$ cat src/rtl/ddfs_pkg.sv
// Shared types and default parameters for the DDFS frequency meter and the DDFS core.
package ddfs_pkg;

  localparam int ACC_WIDTH_DEF = 23;
  localparam int NCYC_LOG2_DEF = 4;
  localparam int CNT_WIDTH_DEF = 20;
  localparam int HYST_DEF      = 8;

  typedef enum logic {
    ST_IDLE,
    ST_COUNT
  } meter_state_t;

endpackage

$ cat src/rtl/udiv_restoring.sv
// Unsigned restoring divider: one quotient bit per cycle, saturating when the
// quotient does not fit in QUOT_W bits.
module udiv_restoring
  import ddfs_pkg::*;
#(
  parameter int DIVIDEND_W = 28,
  parameter int DIVISOR_W  = 20,
  parameter int QUOT_W     = 23
) (
  input  logic                  clk,
  input  logic                  rst,
  input  logic                  start,
  input  logic [DIVIDEND_W-1:0] dividend,
  input  logic [DIVISOR_W-1:0]  divisor,
  output logic [QUOT_W-1:0]     quotient,
  output logic                  busy,
  output logic                  done
);

  localparam int IW = $clog2(QUOT_W + 1);

  logic [DIVISOR_W-1:0] rem;
  logic [DIVISOR_W-1:0] dsr;
  logic [QUOT_W-1:0]    lo;
  logic [IW-1:0]        iter;
  logic                 sat;
  logic [DIVISOR_W-1:0] hi_ext;
  logic [DIVISOR_W:0]   trial;
  logic [DIVISOR_W:0]   diff;
  logic                 q_bit;

  // The bits above the quotient field form the initial partial remainder; if
  // that already reaches the divisor, the quotient overflows QUOT_W bits.
  assign hi_ext = DIVISOR_W'(dividend[DIVIDEND_W-1:QUOT_W]);

  // NOTE: every combinational output gets a default before any condition,
  // so no path leaves a value unassigned and no latch is inferred.
  always_comb begin
    trial = {rem, lo[QUOT_W-1]};
    diff  = '0;
    q_bit = 1'b0;
    if (trial >= {1'b0, dsr}) begin
      diff  = trial - {1'b0, dsr};
      q_bit = 1'b1;
    end
  end

  // NOTE: state registers use non-blocking assignments so every flop samples
  // the pre-edge values regardless of statement order.
  always_ff @(posedge clk or posedge rst) begin
    if (rst) begin
      rem  <= '0;
      dsr  <= '0;
      lo   <= '0;
      iter <= '0;
      sat  <= 1'b0;
      busy <= 1'b0;
    end else if (start) begin
      rem  <= hi_ext;
      dsr  <= divisor;
      lo   <= dividend[QUOT_W-1:0];
      iter <= '0;
      sat  <= (hi_ext >= divisor);
      busy <= 1'b1;
    end else if (busy) begin
      if (iter == IW'(QUOT_W)) begin
        busy <= 1'b0;
      end else begin
        if (q_bit) rem <= diff[DIVISOR_W-1:0];
        else       rem <= trial[DIVISOR_W-1:0];
        lo   <= {lo[QUOT_W-2:0], q_bit};
        iter <= iter + 1'b1;
      end
    end
  end

  assign done     = busy && (iter == IW'(QUOT_W));
  assign quotient = sat ? '1 : lo;

endmodule

$ cat src/rtl/ddfs_freq_meter.sv
// Measures the period of a signed sample stream over NCYC cycles and converts
// it to the equivalent DDFS tuning word.
module ddfs_freq_meter
  import ddfs_pkg::*;
#(
  parameter int ACC_WIDTH = ACC_WIDTH_DEF,
  parameter int NCYC_LOG2 = NCYC_LOG2_DEF,
  parameter int CNT_WIDTH = CNT_WIDTH_DEF,
  parameter int HYST      = HYST_DEF
) (
  input  logic                 clk,
  input  logic                 rst,
  input  logic [7:0]           samp,
  input  logic                 samp_valid,
  output logic [ACC_WIDTH-1:0] fcontrol_est,
  output logic                 est_valid,
  output logic                 locked,
  output logic                 busy
);

  localparam int DVD_W = ACC_WIDTH + NCYC_LOG2 + 1;
  localparam logic [DVD_W-1:0] DIVIDEND = DVD_W'(1) << (ACC_WIDTH + NCYC_LOG2);
  localparam logic signed [7:0] HYST_POS = 8'(HYST);
  localparam logic signed [7:0] HYST_NEG = -HYST_POS;

  meter_state_t         state, state_nx;
  logic [CNT_WIDTH-1:0] cnt, cnt_nx, cnt_inc;
  logic [NCYC_LOG2-1:0] edges, edges_nx;
  logic                 s_high;
  logic                 rise;
  logic                 timeout;
  logic                 div_start;
  logic                 div_done;
  logic [ACC_WIDTH-1:0] div_q;
  logic signed [7:0]    samp_s;

  assign samp_s  = samp;
  assign rise    = samp_valid && !s_high && (samp_s >= HYST_POS);
  // Saturate so an edge on the last count cannot wrap into a short window.
  assign cnt_inc = (cnt == '1) ? cnt : cnt + 1'b1;

  always_comb begin
    state_nx  = state;
    cnt_nx    = cnt;
    edges_nx  = edges;
    div_start = 1'b0;
    timeout   = 1'b0;
    case (state)
      ST_IDLE: begin
        if (rise) begin
          cnt_nx   = CNT_WIDTH'(1);
          edges_nx = '0;
          state_nx = ST_COUNT;
        end
      end
      ST_COUNT: begin
        if (samp_valid) begin
          if (rise && edges == '1) begin
            div_start = 1'b1;
            cnt_nx    = CNT_WIDTH'(1);
            edges_nx  = '0;
          end else if (rise) begin
            edges_nx = edges + 1'b1;
            cnt_nx   = cnt_inc;
          end else if (cnt == '1) begin
            timeout  = 1'b1;
            state_nx = ST_IDLE;
          end else begin
            cnt_nx = cnt_inc;
          end
        end
      end
      default: state_nx = ST_IDLE;
    endcase
  end

  always_ff @(posedge clk or posedge rst) begin
    if (rst) begin
      state  <= ST_IDLE;
      cnt    <= '0;
      edges  <= '0;
      s_high <= 1'b1;
    end else begin
      state <= state_nx;
      cnt   <= cnt_nx;
      edges <= edges_nx;
      if (samp_valid) begin
        if (samp_s <= HYST_NEG)      s_high <= 1'b0;
        else if (samp_s >= HYST_POS) s_high <= 1'b1;
      end
    end
  end

  udiv_restoring #(
    .DIVIDEND_W(DVD_W),
    .DIVISOR_W (CNT_WIDTH),
    .QUOT_W    (ACC_WIDTH)
  ) u_div (
    .clk      (clk),
    .rst      (rst),
    .start    (div_start),
    .dividend (DIVIDEND),
    .divisor  (cnt),
    .quotient (div_q),
    .busy     (busy),
    .done     (div_done)
  );

  always_ff @(posedge clk or posedge rst) begin
    if (rst) begin
      fcontrol_est <= '0;
      est_valid    <= 1'b0;
      locked       <= 1'b0;
    end else begin
      est_valid <= div_done;
      if (div_done) begin
        fcontrol_est <= div_q;
        locked       <= 1'b1;
      end else if (timeout) begin
        locked <= 1'b0;
      end
    end
  end

endmodule

$ cat config.mk
export PLATFORM = sky130hd
export DESIGN_NAME = ddfs_freq_meter
export DESIGN_NICKNAME = d
export VERILOG_FILES = /design/src/rtl/ddfs_pkg.sv /design/src/rtl/udiv_restoring.sv /design/src/rtl/ddfs_freq_meter.sv
export SDC_FILE = /design/constraint.sdc
export NUM_CORES = 1
export LEC_CHECK = 0
export ABC_AREA = 1
export BUFFER_PORTS_ARGS = -buffer_cell sky130_fd_sc_hd__buf_4
export CAP_MARGIN = 10
export CORE_ASPECT_RATIO = 1.25
export CORE_UTILIZATION = 35
export CTS_CLUSTER_DIAMETER = 200
export DETAILED_ROUTE_END_ITERATION = 12
export SETUP_SLACK_MARGIN = 0.5
export SLEW_MARGIN = 10
export SYNTH_ARGS = -nofsm -noshare
export SYNTH_HDL_FRONTEND = slang
export SYNTH_SLANG_ARGS = --single-unit
$ cat constraint.sdc
create_clock -name clk -period 11 [get_ports clk]
set_input_delay 1.1 -clock clk [delete_from_list [all_inputs] [get_ports clk]]
set_output_delay 1.1 -clock clk [all_outputs]
set_load 0.01 [all_outputs]
==> results of run 1 <==
metrics by stage:
step | utilization (%) | setup slack [ns] | instance area, µm²
floorplan | - | 6.687 | 7198
global placement | 37.70 | 7.943 | 7606
detailed placement | 37.70 | 7.859 | 7606
CTS | 40.37 | 8.248 | 8145
global route | 40.37 | 8.009 | 8145
finish | 40.37 | 8.227 | 8145
power groups by stage:
stage	clock (mW)	combinational, mW	sequential (mW)
after floorplan	0	0.926	0.723
after global placement	0	1.19	0.754
after detailed placement	0	1.21	0.754
after CTS	0.520	1.21	0.751
after global routing	0.548	1.37	0.775
final	0.508	1.20	0.750
cell families (layout without fill, tap and decap cells):
kind of cell / after synthesis / count (layout) / synth area share [%]
simple gates: 475 / 475 / 30.25
xor+xnor: 21 / 21 / 2.555
compound gates: 125 / 125 / 9.578
buf+inv: 184 / 217 / 11.09
flops: 121 / 121 / 42.08
fa+ha+maj: 25 / 25 / 4.450
path summary, 6_finish.rpt:
| check | to | start | depth (start not counted) |
|---|---|---|---|
| max in group asynchronous | cnt[17]$_DFFE_PP0P_ | rst | 3 |
| worst min register to register | locked$_DFFE_PP0P_ | locked$_DFFE_PP0P_ | 2 |
| worst max-delay path | u_div.rem[16]$_DFFE_PP0P_ | state$_DFF_PP0_ | 7 |
| worst max register to register | u_div.rem[16]$_DFFE_PP0P_ | state$_DFF_PP0_ | 7 |
| worst min-delay path | locked$_DFFE_PP0P_ | locked$_DFFE_PP0P_ | 2 |
| min in group asynchronous | est_valid$_DFF_PP0_ | rst | 2 |
routing by layer:
layer  part of all wire [%]  global-route usage [%]  routed length [µm]
met2                     50                   30.08                8504
met4                    3.1                   8.721                 529
met5                      0                       0                   0
met3                    3.8                   3.515                 642
met1                     43                   21.58                7436
layout make-up:
class	instances	area (µm²)	share of cell area [%]
tap	270	337.8	4.147
sequential	121	3029	37.19
inverter	150	583.1	7.158
clock buffer	26	499.2	6.129
clock inverter	3	40.04	0.4916
multi-input combinational	646	3371	41.38
timing repair buffer	38	285.3	3.502
cells in the final DEF (no fill, tap or decap), drive strengths merged:
cell type	netlist	final
o21ai	77	77
nor3b	1	1
a21oi	19	19
nand4	18	18
clkbuf	8	26
bufinv	0	1
clkinv	0	2
nor3	24	24
buf	26	38
a211oi	1	1
nand2	273	273
inv	150	150
xnor2	7	7
fa	1	1
dfstp	1	1
nor2	74	74
o22ai	22	22
o21bai	1	1
xor2	14	14
ha	24	24
dfrtp	120	120
o21a	1	1
and2	1	1
nand3b	12	12
nor4	2	2
a31oi	1	1
o31ai	2	2
a31o	1	1
nand3	70	70
state kept, by name, summed over array words and instances, names as in the netlist:
| name | flops |
|---|---|
| fcontrol_est | 23 |
| u_div.lo | 23 |
| cnt | 20 |
| u_div.dsr | 20 |
| u_div.rem | 20 |
| u_div.iter | 5 |
| edges | 4 |
| est_valid | 1 |
| locked | 1 |
| s_high | 1 |
| state | 1 |
| u_div.busy | 1 |
| u_div.sat | 1 |
critical path, stage by stage (launching register included):
cell     delay, ns
dfrtp_1       0.81
inv_1         0.43
nor2_8        0.54
inv_2         0.14
nand2_4       0.33
inv_2         0.22
nand2_1       0.10
nand2_1       0.06
==> impl_metrics.yaml, run 1 <==
synth:
  ys_seq_elements: 121
  netlist-cell-type-count: 47
  yosysSeqAreaShare_pct: 42.08
  avgSynthCellArea_um2: 7.569
  synth_top_area_share_pct: 41.72
  synthArstFlopShare_pct: 100.0
  syn_nets: 987
  synthTopCellsByCount: "264 x nand2_1, 141 x inv_1, 120 x dfrtp_1, 66 x nand3_1, 66 x nor2_1"
  synthCells: 951
  yosysMostFrequentCell: "nand2_1"
  synth_area_um2: 7198
  yosysWarnings: 0
  synth_ff_type: "dfrtp_1"
  yosysTopAreaCell: "dfrtp_1"
  synth_edf_count: 0
  yosys-top-cells-area: "dfrtp_1 42%, nand2_1 14%, inv_1 7.4%, nand3_1 4.6%, ha_1 4.2%"
pwr:
  power.density_nw_per_um2: 301.8
  vdd_drop_max_v: 0.0001215
  p_comb_share_pct: 48.8
  total_power_mw: 2.458
  p_seq_share_pct: 30.5
  p_leak_nw: 4.052
  p_int_mw: 1.384
  swShare_pct: 43.71
  power_frac_clock_pct: 20.7
  switchingPower_mw: 1.074
clocking:
  htree_levels: 4
  clk_pin_slew_worst_paths_ns: 0.05
  cts_tree: "done"
  clock_sinks: 121
  insertion_delay_ns: 0.41
  cts_hold_buf: 0
  numCtsBuffers: 17
  cts_buffer_depth: 2
  ctsRootBufferMaster: "clkbuf_16"
  cts_setup_buffers: 0
  cts_resized: 0
detailed_routing:
  detail-route-antenna-nets: 0
  drc: 0
  wl_per_cell_um: 13.65
  via_count: 6014
  drtPass1Iterations: 5
  routed_wl_um: 17110
  avgViaCountPerCell: 4.796
  drt_iter0_drc: 351
placement:
  place_inst: 1225
  port_buffers: 36
  gp_congestion: 0.8718
  dp_hpwl_um: 12690
timing:
  fin_tns_setup_ns: 0
  fmax_mhz: 360.7
  slew_headroom_pct: 43.12
  max_slew.worst_pin.slew_ns: 0.8532
  report.final.slew_viol_count: 0
  grt_setup_unrepaired: "no"
  hold_violations: 0
  post-route-min-period_ns: 2.773
  whs_ns: 0.4681
  setup_viol: 0
  fin_worst_skew_ns: 0.005585
  timing.final.crit_share_pct: 25.20
floorplan:
  core_um2: 20170
  io-pin-count: 37
  die_h_um: 162.3
  die_width_um: 130.3
  die-area_um2: 21150
  start_util_pct: 35.68
  fp-row-count: 58
worst_setup_path:
  crit_fanout: 43
  crit_path_end_kind: "flip-flop"
  arrival_ns: 3.07
  cp-start-kind: "flip-flop"
  critPathKind: "reg2reg"
  cp.required_ns: 11.30
  reg2reg_slack_ns: 8.23
grt:
  grt_max_degree: 68
  overflow: 0
  grt_use_total_pct: 17.86
  antenna_found_initial: 0
  grt_pass1_wl_um: 28950
  grt_pass1_vias: 5811
cells_and_area:
  final_nets: 1010
  fill_cells: 2153
  drive_gt1_share_pct: 10.57
  final_cells: 1254
  diodes: 0
  area_growth_pct: 13.16
flow_run:
  drv_cap: 0
hold_path:
  hp-class: "reg2reg"
run_status:
  status: "finished, final reports clean"
Note: power is estimated with default switching activity, not from simulation.
==> run 2, diff against run 1 <==
==> constraint.sdc (replaced) <==
create_clock -name clk -period 2.8 [get_ports clk]
set_input_delay 0.28 -clock clk [delete_from_list [all_inputs] [get_ports clk]]
set_output_delay 0.28 -clock clk [all_outputs]
set_load 0.01 [all_outputs]
==> run 2 against run 1 <==
  * Die area unchanged
  * Register-to-register slack got worse by 7.5 ns
  * Flip-flop and latch count unchanged
  * Critical path depth increased by 1
  * Clock skew increased by 0.0054 ns
  * Total power increased to 4.0 times the previous value
  * Final area increased by 2.2%
  * Routed wire length decreased by 0.68%
  * Sequential share of layout area decreased by 0.81 points
  * Global-route usage decreased by 0.18 points
  * Critical path type unchanged
  * Largest power group unchanged
  * Highest routed layer unchanged
==> impl_metrics.yaml, run 2 (same netlist as run 1, synthesis figures left out) <==
run_status:
  status: "finished, final reports clean"
timing:
  fmax_mhz: 473.5
  post-route-min-period_ns: 2.112
  fin_tns_setup_ns: 0
  timing.final.ws_setup_ns: 0.6881
  report.final.slew_viol_count: 0
  fin_worst_skew_ns: 0.01097
  setup_viol: 0
  grt_setup_unrepaired: "no"
  max_slew.worst_pin.slew_ns: 0.8184
  hold_violations: 0
  slew_headroom_pct: 45.44
  timing.final.crit_share_pct: 75.42
clocking:
  insertion_delay_ns: 0.42
  ctsRootBufferMaster: "clkbuf_16"
  cts_buffer_depth: 2
  clock_sinks: 121
  htree_levels: 4
  clk_pin_slew_worst_paths_ns: 0.06
  numCtsBuffers: 17
  cts_tree: "done"
  cts_hold_buf: 0
worst_setup_path:
  path_buf_inv: 0
  critPathKind: "reg2reg"
  cp.required_ns: 3.09
  r2r_start: "cnt[0]$_DFFE_PP0P_"
  slowest_delay_ns: 0.44
  cp-start-kind: "flip-flop"
  arrival_ns: 2.40
  slowest_stage: "dfrtp_1"
  cp_top_family: "simple AND/OR/NAND/NOR gates"
  worstPathCellList: "ha_1 -> nand2_1 -> nor3_4 -> nand4_1 -> nand3_2 -> nand2_4 -> nand3_1 -> o21ai_0"
  crit_fanout: 30
  crit_start: "cnt[0]$_DFFE_PP0P_"
  crit_path_end_kind: "flip-flop"
pwr:
  vdd_drop_max_v: 0.0004140
  swShare_pct: 44.47
  power_frac_clock_pct: 22.2
  switchingPower_mw: 4.408
  power.density_nw_per_um2: 1190
  p_comb_share_pct: 48.2
  p_seq_share_pct: 29.6
  p_int_mw: 5.503
  p_leak_nw: 4.121
detailed_routing:
  wl_per_cell_um: 13.40
  detail-route-antenna-nets: 0
  routed_wl_um: 17000
  drc: 0
  drtPass1Iterations: 7
  via_count: 6059
  avgViaCountPerCell: 4.778
  drt_iter0_drc: 496
floorplan:
  io-pin-count: 37
  die_width_um: 130.3
  die_h_um: 162.3
  fp-row-count: 58
  core_um2: 20170
  start_util_pct: 35.68
  die-area_um2: 21150
placement:
  gp_congestion: 0.8869
  dp_hpwl_um: 12350
  port_buffers: 36
  dpl_worst_slack_ns: 0.4954
  place_inst: 1231
cells_and_area:
  utilization_pct: 41.27
  final_common_cell: "nand2_1"
  reg_top3: "fcontrol_est: 23 flops, u_div.lo: 23 flops"
  area_growth_pct: 15.68
  final_nets: 1021
  final_cells: 1268
  diodes: 0
  drive_gt1_share_pct: 12.83
  layout_common_cells: "262 x nand2_1, 139 x inv_1, 120 x dfrtp_1"
grt:
  grt_use_total_pct: 17.69
  overflow: 0
  grt_pass1_vias: 5946
  grt_max_degree: 122
  grt_pass1_wl_um: 29120
  antenna_found_initial: 0
hold_path:
  hp-class: "in2async"
flow_run:
  drv_cap: 0
==> run 2: through the flow <==
stage | power [mW] | cell area, µm² | hold WS (ns)
floorplan | 6.477 | 7202 | 0.4398
global placement | 7.602 | 7665 | 0.4618
detailed placement | 7.636 | 7665 | 0.4635
CTS | 9.898 | 8262 | 0.07966
global route | 10.83 | 8327 | 0.09294
finish | 9.911 | 8327 | 0.02695
==> run 2: final timing paths <==
check	to	slack [ns]	cells after the start
min in group clk	s_high$_DFFE_PP1P_	0.12	3
max in group asynchronous	u_div.rem[3]$_DFFE_PP0P_	2.28	3
hold / removal	locked$_DFFE_PP0P_	0.03	3
setup / recovery	cnt[19]$_DFFE_PP0P_	0.69	8
hold reg to reg	fcontrol_est[15]$_DFFE_PP0P_	0.48	2
setup reg to reg	cnt[19]$_DFFE_PP0P_	0.69	8
==> run 2: worst min-delay path: stages <==
cell and delay [ns]:
buf_4 0.12, clkinvlp_4 0.07, buf_12 0.45
==> run 2: cell type report <==
type / instances / area [µm²]
tap: 270 / 337.8
clock buffer: 17 / 425.4
timing repair buffer: 49 / 380.4
sequential: 121 / 3029
clock inverter: 15 / 168.9
fill: 2096 / 11850
multi-input combinational: 646 / 3401
inverter: 150 / 584.3
==> run 2: repair_timing <==
| action | in CTS | in global routing |
|---|---|---|
| pin swaps | 0 | 2 |
| resized for setup | 1 | 6 |
| setup endpoints to repair | 4 | 20 |
| buffers inserted | 0 | 5 |
==> run 2: per-layer routing <==
| layer | wire [µm] | vias to the layer above | track usage [%] | share of wire [%] |
|---|---|---|---|---|
| met5 | 0 | - | 0 | 0 |
| met4 | 573 | 0 | 9.144 | 3.4 |
| met3 | 447 | 32 | 2.661 | 2.6 |
| met2 | 8263 | 113 | 29.67 | 49 |
| met1 | 7712 | 2795 | 21.79 | 45 |
| li1 | - | 3119 | - | - |
==> run 2: power by group through the flow <==
stage / clock [mW] / sequential [mW] / combinational (mW)
after CTS: 2.25 / 2.94 / 4.71
after global routing: 2.33 / 3.04 / 5.46
final: 2.20 / 2.93 / 4.77
after floorplan: 0 / 2.84 / 3.64
after global placement: 0 / 2.95 / 4.65
after detailed placement: 0 / 2.97 / 4.67
